$ cat config.mk
export PLATFORM = sky130hd
export DESIGN_NAME = register_file
export DESIGN_NICKNAME = d
export VERILOG_FILES = /design/src/rtl/register_file_pkg.sv /design/src/rtl/register_file_clear_sequencer.sv /design/src/rtl/register_file.sv
export SDC_FILE = /design/constraint.sdc
export NUM_CORES = 1
export LEC_CHECK = 0
export ABC_AREA = 1
export CORE_MARGIN = 8
export CORE_UTILIZATION = 42
export DETAILED_ROUTE_END_ITERATION = 8
export HOLD_SLACK_MARGIN = 0.05
export PLACE_DENSITY = 0.63
export SLEW_MARGIN = 40
export SYNTH_ARGS = -nofsm -noshare
export SYNTH_HDL_FRONTEND = slang
export SYNTH_HIERARCHICAL = 1
export SYNTH_SLANG_ARGS = --single-unit
$ cat constraint.sdc
create_clock -name clock -period 1.8 [get_ports clock]
set_input_delay 0.27 -clock clock [delete_from_list [all_inputs] [get_ports clock]]
set_output_delay 0.27 -clock clock [all_outputs]
set_load 0.005 [all_outputs]
$ cat src/rtl/register_file_pkg.sv
// ============================================================================
// register_file_pkg : shared types and default sizing for the register file.
// Revision: 1.0
// ============================================================================
`default_nettype none

package register_file_pkg;

  localparam int DEFAULT_WIDTH = 16;
  localparam int DEFAULT_DEPTH = 8;

  typedef enum logic [0:0] {
    IDLE  = 1'b0,
    CLEAR = 1'b1
  } state_t;

endpackage : register_file_pkg

`default_nettype wire

$ cat src/rtl/register_file_clear_sequencer.sv
// ============================================================================
// clear_sequencer : walks an index over every register, one per cycle, when
// a bulk clear is requested; busy_o covers the whole walk.
// Revision: 1.0
// ============================================================================
`default_nettype none

module clear_sequencer
  import register_file_pkg::*;
#(
  parameter int DEPTH = DEFAULT_DEPTH,
  parameter int AW    = $clog2(DEPTH)
) (
  input  logic          clk_i,
  input  logic          rst_ni,
  input  logic          clear_i,
  output logic          busy_o,
  output logic          clr_stb_o,
  output logic [AW-1:0] clr_idx_o
);

  localparam logic [AW-1:0] C_LAST_IDX = AW'(DEPTH - 1);

  state_t        state_q, state_d;
  logic [AW-1:0] cnt_q, cnt_d;

  always_ff @(posedge clk_i or negedge rst_ni) begin
    if (!rst_ni) begin
      state_q <= IDLE;
      cnt_q   <= '0;
    end else begin
      state_q <= state_d;
      cnt_q   <= cnt_d;
    end
  end

  always_comb begin
    state_d   = state_q;
    cnt_d     = cnt_q;
    clr_stb_o = 1'b0;
    case (state_q)
      IDLE: begin
        if (clear_i) begin
          state_d = CLEAR;
          cnt_d   = '0;
        end
      end
      CLEAR: begin
        clr_stb_o = 1'b1;
        // Park the counter at zero on exit instead of letting it wrap.
        if (cnt_q == C_LAST_IDX) begin
          state_d = IDLE;
          cnt_d   = '0;
        end else begin
          cnt_d = cnt_q + AW'(1);
        end
      end
      default: begin
        state_d = IDLE;
        cnt_d   = '0;
      end
    endcase
  end

  assign busy_o    = (state_q == CLEAR);
  assign clr_idx_o = cnt_q;

endmodule : clear_sequencer

`default_nettype wire

$ cat src/rtl/register_file.sv
// ============================================================================
// register_file : DEPTH x WIDTH register file, one write port, two
// combinational read ports, per-register written flags and a sequenced bulk
// clear. Define REGISTER_FILE_BYPASS_EN to forward accepted write data to a
// read port addressing the register being written in the same cycle.
// Revision: 1.0
// ============================================================================
`default_nettype none

module register_file
  import register_file_pkg::*;
#(
  parameter int WIDTH = DEFAULT_WIDTH,
  parameter int DEPTH = DEFAULT_DEPTH,
  parameter int AW    = $clog2(DEPTH)
) (
  input  logic             clock,
  input  logic             reset_n,
  input  logic [WIDTH-1:0] in,
  input  logic             enable,
  input  logic [AW-1:0]    write_addr,
  input  logic [AW-1:0]    read_addr_a,
  input  logic [AW-1:0]    read_addr_b,
  input  logic             clear,
  output logic [WIDTH-1:0] out_a,
  output logic [WIDTH-1:0] out_b,
  output logic             busy,
  output logic [DEPTH-1:0] written
);

  logic [WIDTH-1:0] mem_q [DEPTH];
  logic [DEPTH-1:0] written_q;

  logic          w_clr_stb;
  logic [AW-1:0] w_clr_idx;
  logic          w_busy;
  logic          w_we;

  clear_sequencer #(
    .DEPTH (DEPTH),
    .AW    (AW)
  ) u_clear_sequencer (
    .clk_i     (clock),
    .rst_ni    (reset_n),
    .clear_i   (clear),
    .busy_o    (w_busy),
    .clr_stb_o (w_clr_stb),
    .clr_idx_o (w_clr_idx)
  );

  // A clear request on the same edge as a write takes priority over it.
  assign w_we = enable && !w_busy && !clear;

  always_ff @(posedge clock or negedge reset_n) begin
    if (!reset_n) begin
      for (int i = 0; i < DEPTH; i++) begin
        mem_q[i] <= '0;
      end
      written_q <= '0;
    end else if (w_clr_stb) begin
      mem_q[w_clr_idx]     <= '0;
      written_q[w_clr_idx] <= 1'b0;
    end else if (w_we) begin
      mem_q[write_addr]     <= in;
      written_q[write_addr] <= 1'b1;
    end
  end

`ifdef REGISTER_FILE_BYPASS_EN
  assign out_a = (w_we && (read_addr_a == write_addr)) ? in : mem_q[read_addr_a];
  assign out_b = (w_we && (read_addr_b == write_addr)) ? in : mem_q[read_addr_b];
`else
  assign out_a = mem_q[read_addr_a];
  assign out_b = mem_q[read_addr_b];
`endif

  assign busy    = w_busy;
  assign written = written_q;

endmodule : register_file

`default_nettype wire

==> impl_metrics.json, run 1 <==
{
  "grt-ovfl-total": 0,
  "max_cap_violations": 0,
  "gp_congestion": 0.915,
  "synth-warning-count": 6,
  "drtAntennaViolNets": 0,
  "cpMostUsedCell": "nand2_1",
  "num_vias": 9758,
  "coreArea_sq_um": 21600,
  "crit_path_max_incr_delay_ns": 0.39,
  "synth-edff-count": 0,
  "p_sw_w": 0.00355,
  "fp.dieH_um": 164,
  "ys_seq_area_frac": 0.383,
  "cts_sinks": 140,
  "cts_tree": "done",
  "cp_max_fo": 2,
  "antenna_cells": 0,
  "grt_usage": 0.254,
  "postSynthAreaPerCell_sq_um": 6.61,
  "synthToLayoutAreaGrowth_pct": 24.3,
  "finalSetupViolations": 0,
  "synthCells": 1385,
  "worstPathRequired_ns": 1.53,
  "clock_path_buffers": 2,
  "end_kind": "output pin",
  "syn_nets": 1417,
  "final_core_util": 0.526,
  "core.rowCount": 54,
  "path_class": "reg2out",
  "nNetsFinal": 1493,
  "max_freq_mhz": 567,
  "p_sw_frac": 0.353,
  "ys_ff_latch": 140,
  "pwr-share-seq": 0.350,
  "antenna_found_initial": 0,
  "grt_pass1_wl_mm": 52.4,
  "crit_slowest_cell": "dfrtp_1",
  "clkPwrFrac": 0.365,
  "power.density_nw_per_um2": 882,
  "intPower_w": 0.00649,
  "dpl_cell_area_sq_um": 10400,
  "synth_cell_types": 22,
  "dp_hpwl_mm": 22.1,
  "drc": 0,
  "n_fill_cell": 2162,
  "fin_skew_ns": 0.00862,
  "startpoint_type": "register",
  "initial_core_util": 0.423,
  "drive_above_1_share": 0.185,
  "pin_count": 70,
  "drv_slew": 0,
  "vias_per_cell": 5.56,
  "root_buffer": "clkbuf_16",
  "peakVddDrop_mv": 0.812,
  "first_iter_violations": 1173,
  "crit_arrival_ns": 1.49,
  "finalInstanceArea_sq_um": 11400,
  "grt_pass1_vias": 9383,
  "dr.pass1.iters": 7,
  "crit_chain": "inv_2 -> nand2_1 -> nand3_2 -> nand2_2 -> nand2_1 -> nand2_1 -> dlygate4sd2_1",
  "path_clk_slew_ns": 0.06,
  "period_share": 0.980,
  "ys.flop_type": "dfrtp_1",
  "port_buffers": 69,
  "grt_max_degree": 65,
  "numCtsBuffers": 17,
  "hp-class": "in2async",
  "synthesis.area_sq_um": 9150,
  "wl_mm": 33.6,
  "wl_per_cell_um": 19.2,
  "die_w_um": 164,
  "status": "finished clean",
  "h-tree-depth": 4,
  "setup_slack_ns": 0.0353,
  "final_hold_viol_count": 0,
  "pre_cts_slack_ns": -0.454,
  "async_flop_share": 1.00,
  "tns_ns": 0,
  "min_period_ns": 1.76,
  "die_area_sq_um": 26800,
  "max_slew_margin": 0.610,
  "worst_hold_slack_ns": 0.239,
  "clock_latency_ns": 0.43,
  "max_slew.worst_pin.slew_ns": 0.583,
  "power_frac_comb": 0.285,
  "power_leakage_nw": 6.62
}
[state kept, by name (all words and copies together) (netlist names)]
signal	flops
u_clear_sequencer/clr_idx_o	3
written	8
u_clear_sequencer/busy_o	1
mem_q	128
[cell families (layout without fill, tap and decap cells)]
logic type	Yosys count	after routing	share of synthesized area
buf+inv	245	334	0.118
fa+ha+maj	3	3	0.00410
flops	140	140	0.383
simple gates	996	996	0.495
compound gates	1	1	0.000546
[path summary, 6_finish.rpt]
path / start / end / slack (ns) / depth (start not counted)
setup reg to reg: u_clear_sequencer/busy_o / mem_q[97] / 0.27 / 6
hold / removal: reset_n / mem_q[28] / 0.24 / 2
hold reg to reg: written[3] / written[3] / 0.48 / 2
setup / recovery: mem_q[12] / out_a[12] / 0.04 / 7
min in group clock: written[3] / written[3] / 0.48 / 2
max in group asynchronous: reset_n / mem_q[102] / 0.91 / 3
[power by group through the flow]
| stage | logic (W) | clock network (W) | registers, W |
|---|---|---|---|
| final | 0.00286 | 0.00366 | 0.00351 |
| after global routing | 0.00307 | 0.00383 | 0.00354 |
| after CTS | 0.00279 | 0.00370 | 0.00351 |
| after detailed placement | 0.00278 | 0 | 0.00356 |
| after global placement | 0.00275 | 0 | 0.00355 |
| after floorplan | 0.00157 | 0 | 0.00352 |
[routing by layer]
layer,vias up,GRT usage,part of all wire
met5,-,0,0
met2,590,0.401,0.45
met1,4552,0.328,0.40
li1,4491,-,-
met4,0,0.129,0.051
met3,125,0.0451,0.10
[area by class of cell]
cell class | instances | area, sq um | area share
Multi-Input combinational cell | 1000 | 4730 | 0.416
Sequential cell | 140 | 3500 | 0.308
Timing Repair Buffer | 158 | 1650 | 0.145
Inverter | 144 | 543 | 0.0477
Clock buffer | 22 | 454 | 0.0399
Tap cell | 280 | 350 | 0.0308
Clock inverter | 10 | 141 | 0.0124
[worst max-delay path, delay by kind of cell (launching register included)]
kind | cells | cell delay (ns)
DFF | 1 | 0.39
and+or+nand+nor | 5 | 0.36
buffers and inverters | 2 | 0.33
[placed cells by master, fill, tap and decap left out, types with 3 or more instances in the layout]
| cell | Yosys | layout |
|---|---|---|
| buf_12 | 0 | 25 |
| buf_4 | 11 | 61 |
| bufinv_16 | 0 | 3 |
| clkbuf_1 | 40 | 4 |
| clkbuf_16 | 0 | 17 |
| clkbuf_2 | 8 | 11 |
| clkdlybuf4s15_1 | 0 | 15 |
| clkdlybuf4s50_1 | 0 | 31 |
| clkinv_4 | 0 | 3 |
| dfrtp_1 | 140 | 139 |
| dlygate4sd2_1 | 0 | 7 |
| ha_1 | 3 | 3 |
| inv_1 | 136 | 74 |
| inv_2 | 7 | 69 |
| nand2_1 | 579 | 574 |
| nand2_2 | 1 | 6 |
| nand2_4 | 11 | 11 |
| nand3_1 | 377 | 347 |
| nand3_2 | 9 | 39 |
| nor2_1 | 4 | 4 |
| nor2_4 | 3 | 3 |
| nor2_8 | 7 | 7 |
[what timing repair did]
item | in CTS | in global routing
gates cloned | 2 | 0
hold buffers | 1 | 0
hold endpoints to repair | 129 | 0
resized for setup | 69 | 106
buffers inserted | 9 | 21
pin swaps | 5 | 16
setup endpoints to repair | 33 | 32
[cells in the mapped netlist (8+ instances only)]
cell type	count	area, sq um
dfrtp_1	140	3500
clkbuf_1	40	150
buf_6	8	90.1
nand2_1	579	2170
clkbuf_2	8	40.0
buf_2	34	170
inv_1	136	510
nand3_2	9	90.1
nand2_4	11	124
nand3_1	377	1890
buf_4	11	82.6
[metrics by stage]
| step | instances | power [W] |
|---|---|---|
| 4_1_cts | 1733 | 0.00999 |
| 3_5_place_dp | 1689 | 0.00634 |
| 5_1_grt | 1754 | 0.0104 |
| 2_1_floorplan | 1385 | 0.00509 |
| 6_report | 1754 | 0.0100 |
| 3_3_place_gp | 1689 | 0.00630 |
(Power assumes the default switching activity.)
==> run 2: changes to the inputs <==
--- a/config.mk
+++ b/config.mk
@@ -6,6 +6,7 @@
 export NUM_CORES = 1
 export LEC_CHECK = 0
 export ABC_AREA = 1
+export CAP_MARGIN = 20
 export CORE_MARGIN = 8
 export CORE_UTILIZATION = 42
 export DETAILED_ROUTE_END_ITERATION = 8
==> results of run 2 <==
No change in the layout: final DEF, timing and power equal those of run 1.
==> run 3: changes to the inputs <==
--- a/config.mk
+++ b/config.mk
@@ -7,11 +7,14 @@
 export LEC_CHECK = 0
 export ABC_AREA = 1
 export CAP_MARGIN = 20
+export CELL_PAD_IN_SITES_DETAIL_PLACEMENT = 1
+export CELL_PAD_IN_SITES_GLOBAL_PLACEMENT = 1
 export CORE_MARGIN = 8
 export CORE_UTILIZATION = 42
+export CTS_BUF_LIST = sky130_fd_sc_hd__clkbuf_8
 export DETAILED_ROUTE_END_ITERATION = 8
 export HOLD_SLACK_MARGIN = 0.05
-export PLACE_DENSITY = 0.63
+export PLACE_DENSITY = 0.82
 export SLEW_MARGIN = 40
 export SYNTH_ARGS = -nofsm -noshare
 export SYNTH_HDL_FRONTEND = slang
==> run 3 against run 2 <==
Register-to-register slack got worse by 0.11 ns. Clock power fell by 25%. Total power is 8.6% lower. Core utilization decreased by 0.51 points. Critical endpoint is now out_a[7]. Largest power group is now registers. Highest routed layer unchanged.
==> impl_metrics.json, run 3 (synthesis results as in run 1) <==
{
  "status": "finished clean",
  "r2r_setup_slack_ns": 0.16,
  "grt-ovfl-total": 0,
  "die_w_um": 164,
  "final_hold_viol_count": 0,
  "drtAntennaViolNets": 0,
  "grt_pass1_vias": 10400,
  "clock_latency_ns": 0.47,
  "grt_usage": 0.275,
  "intPower_w": 0.00571,
  "fin_skew_ns": 0.0104,
  "cp_max_fo": 2,
  "power_leakage_nw": 6.64,
  "finalSetupViolations": 0,
  "power.density_nw_per_um2": 815,
  "mostFrequentLayoutCell": "nand2_1",
  "clock_path_buffers": 2,
  "port_buffers": 69,
  "rsz0062_at_grt": "yes",
  "cts_sinks": 140,
  "min_period_ns": 1.72,
  "wl_mm": 36.0,
  "dpl_cell_area_sq_um": 10500,
  "drv_slew": 0,
  "ff2ff_path_depth": 7,
  "antenna_found_initial": 0,
  "pin_count": 70,
  "vias_per_cell": 5.57,
  "p_sw_w": 0.00347,
  "hp-class": "in2async",
  "first_iter_violations": 685,
  "worstPathRequired_ns": 1.53,
  "grtUsageMet1": 0.332,
  "final_core_util": 0.521,
  "core.rowCount": 54,
  "grtUsageMet2": 0.464,
  "pwr-share-seq": 0.380,
  "grt_pass1_wl_mm": 56.9,
  "largest_register_ffs": 128,
  "r2r-start": "u_clear_sequencer/busy_o",
  "die_area_sq_um": 26800,
  "crit_arrival_ns": 1.45,
  "r2r_end": "mem_q[74]",
  "initial_core_util": 0.423,
  "dr.pass1.iters": 5,
  "n_fill_cell": 2854,
  "num_vias": 9887,
  "max_freq_mhz": 580,
  "period_share": 0.958,
  "max_slew_margin": 0.612,
  "power_frac_comb": 0.322,
  "drive_above_1_share": 0.224,
  "top_register": "mem_q",
  "mostFrequentLayoutCells": "558 x nand2_1, 358 x nand3_1, 139 x dfrtp_1, 84 x inv_2, 80 x buf_4",
  "nNetsFinal": 1516,
  "drc": 0,
  "met3_usage": 0.0413,
  "gp_congestion": 0.897,
  "synthToLayoutAreaGrowth_pct": 23.1,
  "cts_tree": "done",
  "grt_max_degree": 52,
  "h-tree-depth": 4,
  "grt_busiest_layer": "met2",
  "coreArea_sq_um": 21600,
  "antenna_cells": 0,
  "max_slew.worst_pin.slew_ns": 0.581,
  "wl_per_cell_um": 20.3,
  "finalInstanceArea_sq_um": 11300,
  "clkPwrFrac": 0.298,
  "path_class": "reg2out",
  "dp_hpwl_mm": 24.5,
  "p_sw_frac": 0.378,
  "path_clk_slew_ns": 0.08,
  "end_kind": "output pin",
  "startpoint_type": "register",
  "numCtsBuffers": 17,
  "root_buffer": "clkbuf_8",
  "fp.dieH_um": 164,
  "peakVddDrop_mv": 0.827,
  "max_cap_violations": 0
}
run 3: cell types whose count changed in the layout (fill, tap and decap cells not counted), moves of 12 or more:
cell             change
clkbuf_8            +18
clkdlybuf4s15_1     -12
nand2_2             +16
inv_1               -15
inv_2               +15
nand2_1             -16
buf_4               +19
clkbuf_16           -17
run 3: worst max-delay path by stage:
stage / depth (start not counted) / endpoint / startpoint
finish: 7 / out_a[7] / mem_q[23]
floorplan: 8 / mem_q[102] / u_clear_sequencer/busy_o
global route: 7 / out_b[9] / mem_q[25]
detailed placement: 8 / out_a[2] / read_addr_a[1]
global placement: 8 / out_a[5] / read_addr_a[1]
CTS: 7 / out_a[2] / mem_q[34]
run 3: worst max-delay path, stage by stage, from the launching register on:
cell and delay (ns):
dfrtp_1 0.40, inv_2 0.07, nand2_1 0.08, nand3_2 0.09, nand2_1 0.07, nand2_1 0.07
nand2_2 0.08, buf_2 0.13
run 3: layer usage:
metal  vias to the layer above  share of wire
li1                       4539              -
met1                      4900           0.41
met2                       354           0.49
met3                        94          0.053
met4                         0          0.047
met5                         -              0
run 3: repair_timing:
item	CTS	global route
endpoints found under the hold margin	42	0
pin swaps	13	5
setup endpoints to repair	33	31
hold buffers	1	0
gates cloned	2	0
gates resized for setup	160	71
buffers inserted	23	20
run 3: metrics by stage:
stage                     hold WS [ns]  std cells  TNS [ns]  total power, W  worst slack (ns)
final                            0.268       1775         0         0.00918            0.0764
after global routing             0.269       1775   -0.0465         0.00962           -0.0340
after CTS                        0.259       1755   -0.0405         0.00919           -0.0405
after detailed placement         0.207       1699    -13.76         0.00641            -0.463
after global placement           0.206       1699    -12.93         0.00634            -0.453
after floorplan                -0.0256       1385         0         0.00509             0.268
run 3: power by group through the flow:
stage               Clock, W  Combinational, W  Sequential, W
finish               0.00274           0.00295        0.00348
global route         0.00291           0.00320        0.00351
floorplan                  0           0.00157        0.00352
CTS                  0.00277           0.00294        0.00348
detailed placement         0           0.00284        0.00357
global placement           0           0.00278        0.00356
run 3: final cells by class:
class | instances | area, sq um | share of cell area
inverters | 144 | 546 | 0.0484
clock buffers | 19 | 262 | 0.0232
well taps | 280 | 350 | 0.0311
repair buffers | 181 | 1740 | 0.154
multi-input cells | 1000 | 4720 | 0.419
flip-flops and latches | 140 | 3500 | 0.311
clock inverters | 11 | 145 | 0.0129
